[config.mk]
export PLATFORM = sky130hd
export DESIGN_NAME = mc_sequencer
export DESIGN_NICKNAME = d
export VERILOG_FILES = /design/src/rtl/mc_pkg.sv /design/src/rtl/mc_decode.sv /design/src/rtl/mc_sequencer.sv
export SDC_FILE = /design/constraint.sdc
export NUM_CORES = 1
export LEC_CHECK = 0
export CAP_MARGIN = 20
export CORE_MARGIN = 8
export CORE_UTILIZATION = 52
export DETAILED_ROUTE_END_ITERATION = 6
export PLACE_DENSITY = 0.88
export REMOVE_ABC_BUFFERS = 1
export SLEW_MARGIN = 15
export SYNTH_ARGS = -nofsm -noshare
export SYNTH_HDL_FRONTEND = slang
export SYNTH_HIERARCHICAL = 1
export SYNTH_SLANG_ARGS = --single-unit
[constraint.sdc]
create_clock -name clk -period 3.6 [get_ports clk]
set_clock_uncertainty 0.05 [all_clocks]
set_input_delay 0.72 -clock clk [delete_from_list [all_inputs] [get_ports clk]]
set_output_delay 0.72 -clock clk [all_outputs]
set_load 0.01 [all_outputs]
[src/rtl/mc_pkg.sv]
// mc_pkg: shared types and constants for the multi-cycle control sequencer.
//   state_e   - sequencer states
//   opcode_e  - instr[15:12] encodings
//   class_e   - execution class reported by mc_decode
//   ALU_*     - alu_ctrl encodings
//   FAULT_*   - fault_code encodings
//   FLAG_Z    - bit index of Z within {N,Z,C,V}
package mc_pkg;

    typedef enum logic [2:0] {
        IDLE, FETCH, DECODE, EXEC, MEM, WB, HALT, FAULT
    } state_e;

    typedef enum logic [3:0] {
        OP_ADD  = 4'h0,
        OP_SUB  = 4'h1,
        OP_AND  = 4'h2,
        OP_ORR  = 4'h3,
        OP_ADDI = 4'h4,
        OP_LDR  = 4'h5,
        OP_STR  = 4'h6,
        OP_B    = 4'h7,
        OP_BEQ  = 4'h8,
        OP_HLT  = 4'hF
    } opcode_e;

    typedef enum logic [2:0] {
        CL_ALU, CL_LDR, CL_STR, CL_B, CL_BEQ, CL_HLT
    } class_e;

    localparam logic [1:0] ALU_ADD = 2'b00;
    localparam logic [1:0] ALU_SUB = 2'b01;
    localparam logic [1:0] ALU_AND = 2'b10;
    localparam logic [1:0] ALU_OR  = 2'b11;

    localparam logic [1:0] FAULT_NONE    = 2'b00;
    localparam logic [1:0] FAULT_ILLEGAL = 2'b01;
    localparam logic [1:0] FAULT_TIMEOUT = 2'b10;

    localparam int FLAG_Z = 2;

endpackage

[src/rtl/mc_decode.sv]
// mc_decode: combinational opcode decoder.
//   opcode   in  - instr[15:12]
//   alu_ctrl out - ALU operation for EXEC
//   alu_src  out - 1 selects the immediate as ALU operand B
//   reg_src  out - [0] RA1 select, [1] RA2 select
//   op_class out - execution class steering the sequencer
//   illegal  out - opcode lies outside the defined instruction set
module mc_decode
    import mc_pkg::*;
#(
    parameter int OPC_W = 4
) (
    input  logic [OPC_W-1:0] opcode,
    output logic [1:0]       alu_ctrl,
    output logic             alu_src,
    output logic [1:0]       reg_src,
    output class_e           op_class,
    output logic             illegal
);

    always_comb begin
        alu_ctrl = ALU_ADD;
        alu_src  = 1'b0;
        reg_src  = 2'b00;
        op_class = CL_ALU;
        illegal  = 1'b0;
        case (opcode)
            OP_ADD:  ;
            OP_SUB:  alu_ctrl = ALU_SUB;
            OP_AND:  alu_ctrl = ALU_AND;
            OP_ORR:  alu_ctrl = ALU_OR;
            OP_ADDI: alu_src  = 1'b1;
            OP_LDR: begin
                alu_src  = 1'b1;
                op_class = CL_LDR;
            end
            OP_STR: begin
                // store data is read through RA2 from the rd field
                alu_src  = 1'b1;
                reg_src  = 2'b10;
                op_class = CL_STR;
            end
            OP_B: begin
                reg_src  = 2'b01;
                op_class = CL_B;
            end
            OP_BEQ: begin
                reg_src  = 2'b01;
                alu_ctrl = ALU_SUB;
                op_class = CL_BEQ;
            end
            OP_HLT:  op_class = CL_HLT;
            default: illegal  = 1'b1;
        endcase
    end

endmodule

[src/rtl/mc_sequencer.sv]
// mc_sequencer: multi-cycle control FSM for the 8-bit datapath.
//   clk, rst          - clock, synchronous active-high reset
//   start             - leave IDLE and begin fetching
//   instr             - instruction memory output, opcode in [15:12]
//   alu_flags         - live {N,Z,C,V} from the ALU
//   mem_ready         - data memory completes the current request
//   ir_we/pc_we/pc_src/reg_we/reg_src/alu_src/alu_ctrl/mem_req/mem_we/mem_to_reg
//                     - registered datapath controls
//   flags_q           - {N,Z,C,V} latched at the end of ALU-op EXEC
//   busy/halted/fault/fault_code - status
// Optional build macro MC_PERF_CNT_EN adds cycle_cnt and instret_cnt outputs.
//
// state  | meaning
// IDLE   | waiting for start
// FETCH  | load IR, PC <= PC+2
// DECODE | classify opcode; illegal -> FAULT, HLT -> HALT
// EXEC   | ALU op / branch resolve / address compute
// MEM    | data memory request, waits for mem_ready with timeout
// WB     | register file write
// HALT   | sticky stop after HLT
// FAULT  | sticky stop after illegal opcode or memory timeout
module mc_sequencer
    import mc_pkg::*;
#(
    parameter int MEM_TIMEOUT = 15,
    parameter int OPC_W       = 4
) (
    input  logic        clk,
    input  logic        rst,
    input  logic        start,
    input  logic [15:0] instr,
    input  logic [3:0]  alu_flags,
    input  logic        mem_ready,
    output logic        ir_we,
    output logic        pc_we,
    output logic        pc_src,
    output logic        reg_we,
    output logic [1:0]  reg_src,
    output logic        alu_src,
    output logic [1:0]  alu_ctrl,
    output logic        mem_req,
    output logic        mem_we,
    output logic        mem_to_reg,
    output logic [3:0]  flags_q,
    output logic        busy,
    output logic        halted,
    output logic        fault,
    output logic [1:0]  fault_code
`ifdef MC_PERF_CNT_EN
   ,output logic [31:0] cycle_cnt,
    output logic [31:0] instret_cnt
`endif
);

    localparam logic [7:0] WAIT_LAST = 8'(MEM_TIMEOUT - 1);

    state_e     state;
    class_e     op_class_q;
    logic [7:0] wait_cnt;

    logic [1:0] dec_alu_ctrl;
    logic       dec_alu_src;
    logic [1:0] dec_reg_src;
    class_e     dec_class;
    logic       dec_illegal;

    // Operand fields are consumed by the datapath, not by the sequencer.
    logic unused_instr_fields;
    assign unused_instr_fields = ^instr[15-OPC_W:0];

    mc_decode #(.OPC_W(OPC_W)) u_decode (
        .opcode   (instr[15 -: OPC_W]),
        .alu_ctrl (dec_alu_ctrl),
        .alu_src  (dec_alu_src),
        .reg_src  (dec_reg_src),
        .op_class (dec_class),
        .illegal  (dec_illegal)
    );

    // Outputs are registered alongside the state, so every assignment below
    // sets the controls seen during the state being entered.
    always_ff @(posedge clk) begin
        if (rst) begin
            state      <= IDLE;
            op_class_q <= CL_ALU;
            wait_cnt   <= 8'd0;
            ir_we      <= 1'b0;
            pc_we      <= 1'b0;
            pc_src     <= 1'b0;
            reg_we     <= 1'b0;
            reg_src    <= 2'b00;
            alu_src    <= 1'b0;
            alu_ctrl   <= ALU_ADD;
            mem_req    <= 1'b0;
            mem_we     <= 1'b0;
            mem_to_reg <= 1'b0;
            flags_q    <= 4'b0000;
            busy       <= 1'b0;
            halted     <= 1'b0;
            fault      <= 1'b0;
            fault_code <= FAULT_NONE;
        end else begin
            ir_we      <= 1'b0;
            pc_we      <= 1'b0;
            pc_src     <= 1'b0;
            reg_we     <= 1'b0;
            mem_req    <= 1'b0;
            mem_we     <= 1'b0;
            mem_to_reg <= 1'b0;
            case (state)
                IDLE: begin
                    if (start) begin
                        state <= FETCH;
                        ir_we <= 1'b1;
                        pc_we <= 1'b1;
                        busy  <= 1'b1;
                    end
                end
                FETCH: state <= DECODE;
                DECODE: begin
                    if (dec_illegal) begin
                        state      <= FAULT;
                        fault      <= 1'b1;
                        fault_code <= FAULT_ILLEGAL;
                        busy       <= 1'b0;
                    end else if (dec_class == CL_HLT) begin
                        state  <= HALT;
                        halted <= 1'b1;
                        busy   <= 1'b0;
                    end else begin
                        state      <= EXEC;
                        op_class_q <= dec_class;
                        alu_ctrl   <= dec_alu_ctrl;
                        alu_src    <= dec_alu_src;
                        reg_src    <= dec_reg_src;
                        // branch condition uses flags from earlier instructions
                        if (dec_class == CL_B) begin
                            pc_we  <= 1'b1;
                            pc_src <= 1'b1;
                        end else if (dec_class == CL_BEQ) begin
                            pc_we  <= flags_q[FLAG_Z];
                            pc_src <= 1'b1;
                        end
                    end
                end
                EXEC: begin
                    case (op_class_q)
                        CL_LDR, CL_STR: begin
                            state    <= MEM;
                            mem_req  <= 1'b1;
                            mem_we   <= (op_class_q == CL_STR);
                            wait_cnt <= 8'd0;
                        end
                        CL_B, CL_BEQ: begin
                            state    <= FETCH;
                            ir_we    <= 1'b1;
                            pc_we    <= 1'b1;
                            alu_ctrl <= ALU_ADD;
                            alu_src  <= 1'b0;
                            reg_src  <= 2'b00;
                        end
                        default: begin
                            state   <= WB;
                            reg_we  <= 1'b1;
                            flags_q <= alu_flags;
                        end
                    endcase
                end
                MEM: begin
                    // ready on the final allowed cycle still completes
                    if (mem_ready) begin
                        if (op_class_q == CL_LDR) begin
                            state      <= WB;
                            reg_we     <= 1'b1;
                            mem_to_reg <= 1'b1;
                        end else begin
                            state    <= FETCH;
                            ir_we    <= 1'b1;
                            pc_we    <= 1'b1;
                            alu_ctrl <= ALU_ADD;
                            alu_src  <= 1'b0;
                            reg_src  <= 2'b00;
                        end
                    end else if (wait_cnt == WAIT_LAST) begin
                        state      <= FAULT;
                        fault      <= 1'b1;
                        fault_code <= FAULT_TIMEOUT;
                        busy       <= 1'b0;
                        alu_ctrl   <= ALU_ADD;
                        alu_src    <= 1'b0;
                        reg_src    <= 2'b00;
                    end else begin
                        wait_cnt <= wait_cnt + 8'd1;
                        mem_req  <= 1'b1;
                        mem_we   <= (op_class_q == CL_STR);
                    end
                end
                WB: begin
                    state    <= FETCH;
                    ir_we    <= 1'b1;
                    pc_we    <= 1'b1;
                    alu_ctrl <= ALU_ADD;
                    alu_src  <= 1'b0;
                    reg_src  <= 2'b00;
                end
                HALT:    state <= HALT;
                FAULT:   state <= FAULT;
                default: state <= IDLE;
            endcase
        end
    end

`ifdef MC_PERF_CNT_EN
    logic instret;
    assign instret = (state == WB)
                   || (state == EXEC && (op_class_q == CL_B || op_class_q == CL_BEQ))
                   || (state == MEM && mem_ready && op_class_q == CL_STR);

    always_ff @(posedge clk) begin
        if (rst) begin
            cycle_cnt   <= 32'd0;
            instret_cnt <= 32'd0;
        end else begin
            if (busy)    cycle_cnt   <= cycle_cnt + 32'd1;
            if (instret) instret_cnt <= instret_cnt + 32'd1;
        end
    end
`endif

endmodule

# Word level (Yosys, flattened, before mapping)
# Cells that the tools add are included.
[word_totals]
inputBits = 24
romBits = 0
register_bits = 35
mem_bits_rw = 0
n_memories = 0
latchBits = 0
[classes]
order_cmp = 0
addsub = 1
shifts = 0
mux = 70
n_eq_ne = 36
n_bitwise = 5
reduce_logical = 23
n_div = 0
n_mul = 0
[ops]
columns = ["op", "n"]
rows = [
  ["1-bit two-way mux", 33],
  ["8-bit two-way mux", 3],
  ["3-bit case mux with 8 select lines", 1],
  ["2-bit two-way mux", 11],
  ["3-bit == test (second input constant)", 7],
  ["3-bit two-way mux", 6],
  ["2-bit inequality test (second input constant)", 9],
  ["4-bit by 3-bit == test with 1-bit output (second input constant)", 4],
  ["2-bit case mux with 4 select lines", 2],
  ["8-bit case mux with 2 select lines", 1],
  ["3-bit by 2-bit == test with 1-bit output (second input constant)", 5],
  ["3-bit case mux with 5 select lines", 1],
  ["10-bit OR reduction", 1],
  ["2-bit OR reduction", 5],
  ["3-bit inequality test (second input constant)", 3],
  ["8-bit by 1-bit adder with 8-bit output (second input constant)", 1],
  ["4-bit by 2-bit == test with 1-bit output (second input constant)", 2],
  ["4-bit == test (second input constant)", 2],
  ["8-bit by 4-bit == test with 1-bit output (second input constant)", 1],
  ["1-bit case mux with 2 select lines", 4],
  ["1-bit case mux with 4 select lines", 2],
  ["2-bit case mux with 2 select lines", 2],
  ["4-bit AND reduction", 2],
  ["4-bit OR reduction", 2],
  ["17 further kinds", 25],
]

# Depth between registers and ports, before layout
[depth]
ltp_word = 8
depth_mapped = 8
depth_no_buf = 7

# By module
# Netlist, hierarchy kept.
[by_module_without_submodules]
columns = ["mod", "area_each_um2", "instances", "cells_per_inst"]
rows = [
  ["mc_sequencer", 1647.8, 1, 195],
  ["mc_decode", 92.6, 1, 16],
]

# Worst setup path before layout
# Ideal clock, no wire load.
[synth_timing]
kind = "input-to-reg"
startpoint = "in instr[14]"
endpoint = "reg alu_ctrl[0]"
path_buffers = 0
t_arrival_ns = 2.365
setup_time_ns = 0.072
setup_slack_ns = 1.113
path_stages = 6
required_time_ns = 3.478
path_cell_list = "or3_1 a21boi_0 nand3b_1 a22o_1 a22oi_2 mux2i_1"
[synth_rtl]
columns = ["item", "line", "source"]
rows = [
  ["from (decl)", "mc_sequencer.sv:31", "input logic [15:0] instr,"],
  ["4-bit == test or 4-bit by 3-bit == test with 1-bit output (tied branches)", "mc_decode.sv:27", "case (opcode)"],
  ["3-bit case mux with 5 select lines *", "mc_decode.sv:27", ""],
  ["via dec_class[2]", "mc_sequencer.sv:64", "class_e dec_class;"],
  ["3-bit == test *", "mc_sequencer.sv:126", "end else if (dec_class == CL_HLT) begin"],
  ["2-bit inequality test (no line) *", "n/a", ""],
  ["6-bit AND reduction (no line) *", "n/a", ""],
  ["to (signal assigned)", "mc_sequencer.sv:133", "alu_ctrl <= dec_alu_ctrl;"],
  ["to (decl)", "mc_sequencer.sv:40", "output logic [1:0] alu_ctrl,"],
]
# The timed path passes the listed nets; every way through them passes the cells marked *. The select of a mux whose other input is x is not followed.
# A chain may end at the register's enable or synchronous reset.

# Worst setup path in the final report
[layout_timing]
startpoint = "in instr[14]"
endpoint = "reg pc_we"
[layout_via]
elab_chain_cells = 8
[layout_rtl]
columns = ["item", "line", "source"]
rows = [
  ["4-bit == test or 4-bit by 3-bit == test with 1-bit output (tied branches)", "mc_decode.sv:27", ""],
  ["3-bit case mux with 5 select lines", "mc_decode.sv:27", ""],
  ["3-bit == test", "mc_sequencer.sv:140", "end else if (dec_class == CL_BEQ) begin"],
  ["1-bit two-way mux", "mc_sequencer.sv:140", ""],
  ["1-bit two-way mux", "mc_sequencer.sv:137", "if (dec_class == CL_B) begin"],
  ["1-bit two-way mux", "mc_sequencer.sv:126", ""],
  ["1-bit two-way mux *", "mc_sequencer.sv:121", "if (dec_illegal) begin"],
  ["1-bit case mux with 5 select lines *", "mc_sequencer.sv:110", "case (state)"],
  ["to (signal assigned)", "mc_sequencer.sv:141", "pc_we <= flags_q[FLAG_Z];"],
  ["to (decl)", "mc_sequencer.sv:35", "output logic pc_we,"],
]
# Every way passes the cells marked *; elsewhere a longest branch is shown, timed or not.

==> impl_results.md <==
* Status: completed
* Fin. Hold Viols at 0
* Vias at between 1.5k and 2k
* WS Path Type: input port to register
* Setup Fix Bufs, Post-CTS at 0
* Slew Limit Fails at 0
* Critical-path cell list: clkdlybuf4s50_1 > or3_1 > and3_1 > nor2_1 > and2_1 > o21ai_0 > a21o_1 > a221oi_1
* Routed length per instance at between 10 and 15 µm
* Hold path depth at 2
* Tcrit/Tclk final at 78.2%
* Drt via density at 5.48
* Initial cell density of the core at 53.0%
* Hpwl dp at 2810 µm
* Yosys cell types at 44
* Final #Nets at about 270
* CP arrival at 3010 ps
* Placed Cells at approximately 280
* Area contributors post-synth: dfxtp_1 40%, nor2_1 6.9%, mux2i_1 6.3%
* Synth cell count leaders: 35 x dfxtp_1, 32 x nor2_1, 17 x nand2_1, 14 x a21oi_1, 12 x nand2b_1
* Register name with the most flops: wait_cnt
* Setup TNS at 0 ps
* First-pass GRT wire length at 6440 µm
* CP Capture Type: register
* Root buf cell: clkbuf_4
* EDFF count, synth at 0
* Ys async rst share at 0%
* Area Growth Syn to Fin at 23.8%
* Largest register FFs at 8
* Setup Viol. Count Final at 0
* CP startpoint kind: input port
* Cell row count at 21
* Normalized max-slew margin at between 50% and 60%
* Clk slew on worst S/H paths at around 100 ps
* Worst EP required at 3800 ps
* Vias in the first global route at 1438
* Top flop regs: wait_cnt: 8 flops, flags_q: 4 flops
* Count leader, synth: dfxtp_1
* DRC violations left at 0
* Synth Area per Inst at roughly 8.2 µm²
* Largest area contributor in the netlist: dfxtp_1
* Layout cells sized above 1 at 5.76%
* Worst r2r path cells at 7
* Overall Global Routing Usage at 15.3%
* Crit path max fanout at 8
* TritonCTS clock tree: done
* # diodes at 0
* Die outline width at approximately 74 µm
* Hold Path Class: register to register
* Antenna violations before repair at 0
* 1st-iter DRT viols at 264
* Port Buffer Count at 32
* Max-cap viol count at 0
* Fillcell total at 285
* Io pins at 45
* Post-layout util at 65.6%
* Yosys top cell area share at about two fifths
* Top_reg_cell synth: dfxtp_1
* Cells after Synth at 211
* Register area share after synthesis at roughly two fifths
* RSZ-0062 raised after global routing: no
* Crit-path slowest cell: clkdlybuf4s50_1
* Synth Warn # at 6
* Largest stage delay on the critical path at 500 ps
* Skew-Pair Late Insertion Delay at about 350 ps
* Post-layout min period at 2820 ps
* Die Span Y at 73.9 µm
* CTS Buf Count at 5
* Router iterations before antenna repair at 5
* Worst ir drop on vdd at 0.194 mV
* Routed Antenna Nets at 0
* Overflow after GRT at 0
* Worst-margin pin slew at 662 ps
* Routability cong. at 0.862
* Num Clock Sinks at 35
* Post-Syn Area at around 1700 µm²
* Post-detailed-routing wire length at between 3000 and 4000 µm
* Pwr Density at ~400 nW/µm²
* Core area at 3280 µm²
* Leakage at 0.801 nW
* Non-filler instance count after layout at roughly 290
* Seq cells post-synth at 35
* CTS Buffer Depth at 2
* Post-CTS sizing at 0
* Largest net degree at the start of global routing at 31
* Die area at 5450 µm²
* Hold slack at 424 ps
* # hold bufs at CTS at 0
* Fmax at 0.355 GHz
* H-tree depth at 2
==> cells by family (layout without fill, tap and decap cells) <==
kind of cell,Yosys count,after routing,share of synthesized area (%)
adder cells (fa/ha/maj),2,2,1.44
AND/OR/NAND/NOR,95,95,27.7
multiplexers,11,11,6.33
flip-flops,35,35,40.3
AO/OA/AOI/OAI,44,44,16.5
buffers and inverters,17,49,4.24
XOR/XNOR,7,7,3.52
==> report_power, final <==
part	total [mW]	internal (mW)	switching, mW	leakage [nW]
combinational	0.183	0.0919	0.0913	0.479
sequential	0.441	0.409	0.0323	0.283
clock	0.242	0.115	0.127	0.0386
==> metrics by stage <==
stage,power (mW),instance area (µm²),worst slack (ps)
global placement,0.625,2090,523
global route,0.906,2150,518
floorplan,0.559,1690,1110
finish,0.866,2150,784
detailed placement,0.631,2090,469
CTS,0.871,2150,838
==> path summary, 6_finish.rpt <==
check	startpoint	end	slack [ps]
worst max-delay path	instr[14]	pc_we	780
worst min-delay path	fault_code[1]	fault_code[1]	420
worst max register to register	wait_cnt[0]	alu_src	1400
worst min register to register	fault_code[1]	fault_code[1]	420
==> cells in the final DEF, fill, tap and decap left out, drive strengths merged, types with 2 or more instances in the layout <==
cell / netlist / final
o2111ai: 3 / 3
a22oi: 2 / 2
a211oi: 3 / 3
and3: 4 / 4
clkdlybuf4s50: 0 / 32
xor2: 6 / 6
nor4: 2 / 2
a21oi: 15 / 15
nor2b: 3 / 3
dfxtp: 35 / 35
or3: 2 / 2
nor2: 32 / 32
ha: 2 / 2
or4b: 2 / 2
and2: 2 / 2
o31ai: 2 / 2
or3b: 2 / 2
nor3: 8 / 8
nand2b: 12 / 12
o21ai: 10 / 10
clkbuf: 6 / 8
mux2i: 11 / 11
inv: 7 / 7
buf: 4 / 2
nand3b: 3 / 3
nor3b: 2 / 2
nand2: 17 / 17
==> metal layers <==
| metal | routed length, µm | vias to the layer above | GRT usage (%) |
|---|---|---|---|
| li1 | - | 794 | - |
| met1 | 1630 | 723 | 16.7 |
| met2 | 1860 | 59 | 26.1 |
| met3 | 250 | 7 | 3.55 |
| met4 | 90 | 0 | 9.09 |
| met5 | 0 | - | 0 |
==> worst max-delay path: cells and delay by family <==
family,cells,cell delay (ps)
simple gates,4,1120
compound gates,3,680
buf+inv,1,500
==> area by class of cell <==
| class | count | area (µm²) | share of cell area (%) |
|---|---|---|---|
| clock buffers | 8 | 68.8 | 3.19 |
| inverters | 7 | 26.3 | 1.22 |
| multi-input cells | 159 | 966 | 44.8 |
| flip-flops and latches | 35 | 701 | 32.5 |
| well taps | 46 | 57.6 | 2.67 |
| repair buffers | 34 | 335 | 15.6 |
Note: power is estimated with default switching activity, not from simulation.
